File: src/rtl/vector_response_checker_pkg.sv
// Shared types and default sizing for the adder response checker.
// Holds the run-state encoding and a helper for sizing the expected-word table address.
package vector_check_pkg;

  localparam int DEF_DATA_W = 8;
  localparam int DEF_DEPTH  = 9;
  localparam int DEF_IDX_W  = 7;
  localparam int DEF_ERR_W  = 7;

  typedef enum logic [1:0] {
    ST_IDLE = 2'd0,
    ST_RUN  = 2'd1,
    ST_DONE = 2'd2
  } state_e;

  // Narrowest address that reaches every table entry; never zero bits wide.
  function automatic int addrWidth(input int depth);
    return (depth > 1) ? $clog2(depth) : 1;
  endfunction

endpackage

File: src/rtl/vector_response_checker_ram.sv
// Expected-word table: one write port, one combinational read port, contents survive reset.
// Reads at or beyond DEPTH return zero so the DONE-state index never reaches past the array.
module expected_vector_ram
  import vector_check_pkg::*;
#(
  parameter int DATA_W = DEF_DATA_W,
  parameter int DEPTH  = DEF_DEPTH,
  parameter int IDX_W  = DEF_IDX_W
) (
  input  logic              clk,
  input  logic              we_i,
  input  logic [IDX_W-1:0]  waddr_i,
  input  logic [DATA_W-1:0] wdata_i,
  input  logic [IDX_W-1:0]  raddr_i,
  output logic [DATA_W-1:0] rdata_o
);
  localparam int AW = addrWidth(DEPTH);
  localparam logic [IDX_W:0] DEPTH_X = (IDX_W+1)'(DEPTH);

  logic [DATA_W-1:0] mem_q [DEPTH];

  always_ff @(posedge clk) begin
    if (we_i) begin
      mem_q[waddr_i[AW-1:0]] <= wdata_i;
    end
  end

  assign rdata_o = ({1'b0, raddr_i} < DEPTH_X) ? mem_q[raddr_i[AW-1:0]] : '0;

endmodule

File: config.mk
export PLATFORM = sky130hd
export DESIGN_NAME = expected_vector_ram
export DESIGN_NICKNAME = d
export VERILOG_FILES = /design/src/rtl/vector_response_checker_pkg.sv /design/src/rtl/vector_response_checker_ram.sv
export SDC_FILE = /design/constraint.sdc
export NUM_CORES = 1
export LEC_CHECK = 0
export BUFFER_PORTS_ARGS = -buffer_cell sky130_fd_sc_hd__buf_2
export CORE_AREA = 2 2 85 87
export CTS_CLUSTER_SIZE = 24
export DETAILED_ROUTE_END_ITERATION = 10
export DIE_AREA = 0 0 87 89
export GPL_ROUTABILITY_DRIVEN = 0
export PLACE_DENSITY_LB_ADDON = 0.05
export SYNTH_ARGS = -nofsm -noshare
export SYNTH_HDL_FRONTEND = slang
export SYNTH_SLANG_ARGS = --single-unit
File: constraint.sdc
create_clock -name clk -period 3.8 [get_ports clk]
set_input_delay 0.38 -clock clk [delete_from_list [all_inputs] [get_ports clk]]
set_output_delay 0.38 -clock clk [all_outputs]
set_load 0.01 [all_outputs]
==> results of run 1 <==
==> layout make-up <==
type                       instances  area, µm²
fill                             596       3440
sequential                        72       2160
multi-input combinational         72        649
clock buffer                       9        124
timing repair buffer              30        155
tap                               80        100
clock inverter                     6       85.1
==> cell usage in the layout (no fill, tap or decap), types with 2 or more instances in the layout <==
| master | synthesis | routed |
|---|---|---|
| a2111o_1 | 2 | 2 |
| a211o_1 | 2 | 2 |
| a21oi_1 | 2 | 2 |
| buf_2 | 2 | 28 |
| buf_4 | 0 | 2 |
| bufinv_16 | 0 | 2 |
| clkbuf_8 | 0 | 9 |
| edfxtp_1 | 72 | 72 |
| mux2_2 | 2 | 2 |
| mux2i_1 | 2 | 2 |
| mux4_2 | 12 | 12 |
| nand2_1 | 6 | 6 |
| nand2b_1 | 3 | 3 |
| nand3b_1 | 2 | 2 |
| nor2_1 | 6 | 6 |
| nor2b_1 | 6 | 6 |
| nor3_1 | 12 | 11 |
| nor3b_1 | 2 | 2 |
| nor4_1 | 2 | 2 |
| o221ai_1 | 2 | 2 |
| o22ai_1 | 6 | 6 |
==> power breakdown <==
group          leakage [µW]  total, µW  internal, µW  switching, µW
clock network      0.000103        630           363            266
registers          0.000650        893           889           3.24
logic              0.000325       87.1          35.8           51.3
==> critical path, cell delays in order <==
cell      delay, ns
buf_2          0.46
mux2i_1        0.15
a211o_1        0.32
a2111o_1       0.36
a21oi_1        0.15
buf_2          0.16
==> how the worst max path moves through the flow <==
stage / from / end / slack, ns / cells past startpoint
detailed placement: raddr_i[2] / rdata_o[4] / 1.40 / 6
finish: raddr_i[2] / rdata_o[4] / 1.45 / 6
CTS: raddr_i[2] / rdata_o[4] / 1.40 / 6
global route: raddr_i[2] / rdata_o[4] / 1.31 / 6
floorplan: raddr_i[2] / rdata_o[4] / 1.84 / 6
global placement: raddr_i[2] / rdata_o[4] / 1.43 / 6
==> layer usage <==
layer	share of wire, %	track usage (%)
met1	46	23.0
met2	48	26.3
met3	3.3	2.86
met4	2.2	8.10
met5	0	0
==> per-stage QoR <==
stage,power [µW],cell area [µm²],utilization (%)
final,1610,3280,48.8
after global routing,1670,3280,48.8
after CTS,1630,3280,48.8
after detailed placement,999,3070,45.6
after global placement,995,3070,45.6
after floorplan,963,2860,-
==> kinds of logic after synthesis <==
group	synth area share [%]
compound gates	3.94
buf+inv	1.80
flops	75.7
mux	10.9
simple gates	7.66
==> out/qor.txt, run 1 <==
Async S/R FF share, synth - 0%
CTS tree - built
WP data arrival - 1.97 ns
Clock-pin slew on the worst setup and hold paths - 0.08 ns
Number of synthesized flops with an enable pin - 72
Finished Layout Cells - 269
Synth top cells by count - 72 x edfxtp_1, 12 x mux4_2, 12 x nor3_1
Hpwl dp - 3490 µm
Top Ports - 32
Die Footprint - 7740 µm²
H-tree lvl count - 3
PD cells - 491 nW/µm²
Die W - 87 µm
Global route total overflow - 0
Number of routed nets with antenna violations - 0
Yosys Warn Count - 0
Area growth syn-to-layout - 14.6%
Critical path required time - 3.42 ns
First-pass GRT wire length - 8820 µm
PostCTS Resize Cnt - 0
Hold path start - wdata_i[6]
Hold-fix buffers, CTS - 0
PortBufs - 28
Final nets - 209
Routed vias/inst - 5.62
Setup crit end kind - output pin
Final Hold Slack - 0.321 ns
Largest cells by area after synthesis - edfxtp_1 76%, mux4_2 9.5%, nor3_1 2.1%
Synth Flop Type - edfxtp_1
Via count - 1511
Slew Viols, Final - 0
Sequential-to-total area share from yosys stat - 75.7%
Mean Syn Cell Area - 18.8 µm²
Worst setup margin - 1.45 ns
Worst Path Max Fanout - 24
Hold Path Sink - mem_q[8][6]
Share of cells above drive strength 1 - 32.3%
Synth Instances - 152
Initial Utilization - 42.5%
Max reg flops - 72
Fmax - 425 MHz
RSZ-0062 raised after global routing - false
Setup Fix Bufs, Post-CTS - 0
Clock Sinks - 72
Syn Std Cell Area - 2860 µm²
Net Count, Synth - 176
Clock root cell - clkbuf_8
Area share of the largest cell type after synthesis - 75.7%
Hold Crit Class - input port to register
Fin. Hold Viols - 0
FF+latch count, synth - 72
Worst slew pin tran - 1.07 ns
Tmin final - 2.35 ns
GRT Total Usage - 16.8%
Most frequent cell after synthesis - edfxtp_1
Status - complete, no violations
Die H - 89 µm
Diodes inserted - 0
Leak - 0.00108 µW
Cell Rows - 30
Yosys top cell by area - edfxtp_1
Largest net degree at the start of global routing - 25
DRT iter0 DRCs - 100
Hold depth - 1
Setup_tns - 0 ns
Vias in the first global route - 1581
WS Path Type - input port to output pin
Synth cell types - 25
Core area - 6720 µm²
TritonRoute pass-1 iters - 7
WL/cell - 21.9 µm
Max-cap violations - 0
CP Launch Type - input port
Endpoints failing setup - 0
Place WS - 1.40 ns
VDD IR max - 0.197 mV
Inst Count DP - 254
Fin crit share - 62.0%
Drt total wl - 5900 µm
Antenna violations before repair - 0
Clock tree buffer depth - 2
CTS buffer count - 9
Slew headroom - 28.1%
Post-route DRC - 0
No activity file was read; power rests on OpenSTA's default activity.
==> run 2, diff against run 1 <==
clock period = 2.4 ns   (was 3.8 ns; I/O delays follow)
==> run 2 against run 1 <==
Against the previous run:
- setup slack worse by 1.0 ns
- highest routed layer unchanged
- largest cell class unchanged
- core utilization is 0.60 points higher
- combinational power up 63%
- non-clock buffer count grew 10
- clock-buffer cell count is 2 higher
==> out/qor.txt, run 2 (synthesized netlist as in run 1, its figures left out) <==
Status - complete, no violations
Post-route DRC - 0
Fin. Hold Viols - 0
Hpwl dp - 3700 µm
Endpoints failing setup - 0
Share of cells above drive strength 1 - 34.0%
DRT iter0 DRCs - 101
WL/cell - 20.7 µm
VDD IR max - 0.343 mV
Clk network pwr share - 36.4%
Die Footprint - 7740 µm²
Setup crit end kind - output pin
Top Ports - 32
H-tree lvl count - 3
Fmax - 502 MHz
Commonest non-fill, non-tap cell in the layout - edfxtp_1
Clock-pin slew on the worst setup and hold paths - 0.07 ns
Hold-fix buffers, CTS - 0
WP data arrival - 1.75 ns
Critical path required time - 2.16 ns
GRT Total Usage - 16.4%
Initial Utilization - 42.5%
Setup Fix Bufs, Post-CTS - 0
PortBufs - 28
Worst Path Max Fanout - 20
Setup_tns - 0 ns
Fin crit share - 83.0%
First-pass GRT wire length - 8760 µm
CP Launch Type - input port
Area growth syn-to-layout - 16.0%
Inst Count DP - 264
Slew Viols, Final - 0
TritonRoute pass-1 iters - 4
Diodes inserted - 0
PD cells - 737 nW/µm²
Final nets - 219
Hold depth - 1
Most frequent cells in the layout - 72 x edfxtp_1, 28 x buf_2, 12 x mux4_2, 12 x nor3_1, 12 x buf_4
Number of routed nets with antenna violations - 0
Clock root cell - clkbuf_8
Switching Fraction - 20.7%
Core area - 6720 µm²
Slew headroom - 58.8%
Tmin final - 1.99 ns
WS Path Type - input port to output pin
CTS buffer count - 9
Die W - 87 µm
Clock Sinks - 72
RSZ-0062 raised after global routing - false
Worst slew pin tran - 0.617 ns
Psw - 505 µW
Max-cap violations - 0
Crit. Startpoint - raddr_i[0]
Via count - 1546
Routed vias/inst - 5.52
Worst Setup EP - rdata_o[6]
Cell Rows - 30
Leak - 0.00112 µW
Share of power burned in registers - 57.8%
Finished Layout Cells - 280
Max reg flops - 72
Antenna violations before repair - 0
Global route total overflow - 0
CTS tree - built
Largest net degree at the start of global routing - 21
PostCTS Resize Cnt - 0
Hold Crit Class - input port to register
Drt total wl - 5800 µm
Clock tree buffer depth - 2
Int Power - 1940 µW
Vias in the first global route - 1621
Die H - 89 µm
Combinational power share - 5.8%
## run 2: metal layers
layer	wire, µm	track usage, %	part of all wire, %	vias to the layer above
met5	0	0	0	-
met4	162	9.09	2.8	0
met3	318	3.23	5.5	13
met2	2730	25.3	47	50
met1	2590	22.1	45	775
li1	-	-	-	708
## run 2: through the flow
step           utilization (%)  worst slack, ns  cell area [µm²]  power [µW]  hold slack (ns)
6_report                  49.3            0.408             3320        2440            0.183
3_3_place_gp              46.7            0.405             3140        1580            0.515
4_1_cts                   49.3            0.360             3320        2460            0.168
5_1_grt                   49.3            0.250             3320        2530            0.191
3_5_place_dp              46.7            0.378             3140        1590            0.531
2_1_floorplan                -            0.666             2860        1520            0.339
## run 2: power by group through the flow
stage                     Combinational, µW  Sequential, µW  Clock, µW
final                                   142            1410        890
after global routing                    155            1410        961
after CTS                               144            1410        907
after detailed placement                144            1440          0
after global placement                  139            1440          0
after floorplan                        84.2            1440          0
## run 2: how the worst min path moves through the flow
stage                           from     endpoint  slack [ns]
after CTS                 wdata_i[6]  mem_q[0][6]        0.17
final                     wdata_i[6]  mem_q[0][6]        0.18
after floorplan           wdata_i[0]  mem_q[0][0]        0.34
after detailed placement  wdata_i[6]  mem_q[0][6]        0.53
after global placement    wdata_i[7]  mem_q[0][7]        0.52
after global routing      wdata_i[1]  mem_q[8][1]        0.19
## run 2: final cells by class
type / instances / area (µm²)
clock buffer: 11 / 131
sequential: 72 / 2160
multi-input combinational: 72 / 644
clock inverter: 5 / 47.5
tap: 80 / 100
timing repair buffer: 40 / 230
fill: 567 / 3400
## run 2: critical path, cell delays in order
cell and delay [ns]:
buf_2 0.49, mux4_2 0.59, o22ai_1 0.20, nor3_1 0.08, buf_2 0.15
==> run 3, diff against run 2 <==
clock period = 1.99 ns   (was 2.4 ns; I/O delays follow)
==> run 3 against run 2 <==
Against the previous run:
- sequential share of layout area fell by 0.20 points
- largest power group unchanged
- global-route usage rose by 0.23 points
- design area rose by 0.30%
- via count rose by 0.26%
- flip-flop and latch count did not move
- first-iteration DRC count fell by 11%
==> out/qor.txt, run 3 (synthesized netlist as in run 1, its figures left out) <==
Clock-pin slew on the worst setup and hold paths - 0.07 ns
Slew Viols, Final - 0
Finished Layout Cells - 281
Clock Sinks - 72
Post-route DRC - 0
Leak - 0.00113 µW
TritonRoute pass-1 iters - 4
Global route total overflow - 0
Via count - 1550
Endpoints failing setup - 0
Status - complete, no violations
DRT iter0 DRCs - 90
First-pass GRT wire length - 8900 µm
Slew headroom - 60.6%
Setup crit end kind - output pin
Diodes inserted - 0
WP data arrival - 1.68 ns
Die W - 87 µm
PortBufs - 28
Cell Rows - 30
Hold Crit Class - input port to register
GRT Total Usage - 16.6%
Final nets - 220
Psw - 594 µW
Initial Utilization - 42.5%
PD cells - 882 nW/µm²
Share of cells above drive strength 1 - 34.8%
Commonest non-fill, non-tap cell in the layout - edfxtp_1
Worst Path Max Fanout - 1
Top Ports - 32
Final Instance Area - 3330 µm²
Core area - 6720 µm²
Setup_tns - 0 ns
Fmax - 531 MHz
Clk network pwr share - 36.1%
Inst Count DP - 265
VDD IR max - 0.396 mV
Worst Setup EP - rdata_o[4]
Share of power burned in registers - 58.1%
Die Footprint - 7740 µm²
Fin crit share - 94.6%
H-tree lvl count - 3
WL/cell - 20.8 µm
Placed Area - 3140 µm²
Max incr delay on CP - 0.37 ns
Core Util, Final - 49.5%
Crit. Startpoint - mem_q[6][4]
CTS buffer count - 9
Antenna violations before repair - 0
Max-cap violations - 0
Combinational power share - 5.8%
Critical path required time - 1.79 ns
Clock root cell - clkbuf_8
Hpwl dp - 3750 µm
Routed vias/inst - 5.52
Number of routed nets with antenna violations - 0
Largest net degree at the start of global routing - 21
Fin. Hold Viols - 0
Area growth syn-to-layout - 16.4%
Final Hold Slack - 0.142 ns
Switching Fraction - 20.2%
CP Launch Type - register
Fill cell count - 557
Clock tree buffer depth - 2
CTS tree - built
RSZ-0062 raised after global routing - false
Worst-path cell chain - mux2i_1, a211o_1, a2111o_1, a21oi_1, buf_2
Slowest cell on the critical path - a2111o_1
Drt total wl - 5860 µm
Max reg flops - 72
Die H - 89 µm
Tmin final - 1.88 ns
Most frequent cells in the layout - 72 x edfxtp_1, 28 x buf_2, 13 x buf_4
WS Path Type - register to output pin
Worst slew pin tran - 0.591 ns
Vias in the first global route - 1630
Int Power - 2340 µW
## run 3: worst min-delay path by stage
stage,to,slack (ns),from,cells after the start
global placement,mem_q[2][2],0.47,wdata_i[2],1
detailed placement,mem_q[8][6],0.49,wdata_i[6],1
global route,mem_q[8][6],0.15,wdata_i[6],1
floorplan,mem_q[0][0],0.30,wdata_i[0],0
finish,mem_q[8][6],0.14,wdata_i[6],1
CTS,mem_q[8][6],0.13,wdata_i[6],1
## run 3: final cells by class
type / instances / area (µm²) / share of cell area, %
Clock buffer: 11 / 131 / 3.95
Clock inverter: 5 / 47.5 / 1.43
Multi-Input combinational cell: 72 / 647 / 19.5
Sequential cell: 72 / 2160 / 65.0
Tap cell: 80 / 100 / 3.01
Timing Repair Buffer: 41 / 238 / 7.15
## run 3: stage by stage
step | total power (µW) | setup slack [ns]
6_report | 2930 | 0.107
5_1_grt | 3040 | 0.00319
4_1_cts | 2960 | 0.0556
3_5_place_dp | 1910 | 0.0544
3_3_place_gp | 1900 | 0.0822
2_1_floorplan | 1840 | 0.297
## run 3: repair_timing
| item | in CTS | in global routing |
|---|---|---|
| buffers inserted | 0 | 0 |
| endpoints found under the setup margin | 0 | 1 |
| gates resized for setup | 0 | 1 |
| hold buffers | 0 | 0 |
## run 3: power groups by stage
stage	clock network [µW]	registers [µW]	logic, µW
6_report	1060	1700	171
5_1_grt	1150	1710	189
2_1_floorplan	0	1740	102
3_3_place_gp	0	1740	168
4_1_cts	1080	1710	174
3_5_place_dp	0	1740	174
## run 3: layer usage
metal  track usage, %  part of all wire [%]  vias to the layer above
met5                0                     0                        -
met1             22.6                    46                      781
met4             8.81                   2.6                        0
met3             3.23                   4.7                       12
li1                 -                     -                      712
met2             25.7                    47                       45
## run 3: worst max-delay path: cells and delay by family, from the launching register on
| kind | cells | cell delay [ns] |
|---|---|---|
| AO/OA/AOI/OAI | 3 | 0.82 |
| buffers and inverters | 1 | 0.14 |
| flip-flops | 1 | 0.33 |
| multiplexers | 1 | 0.07 |
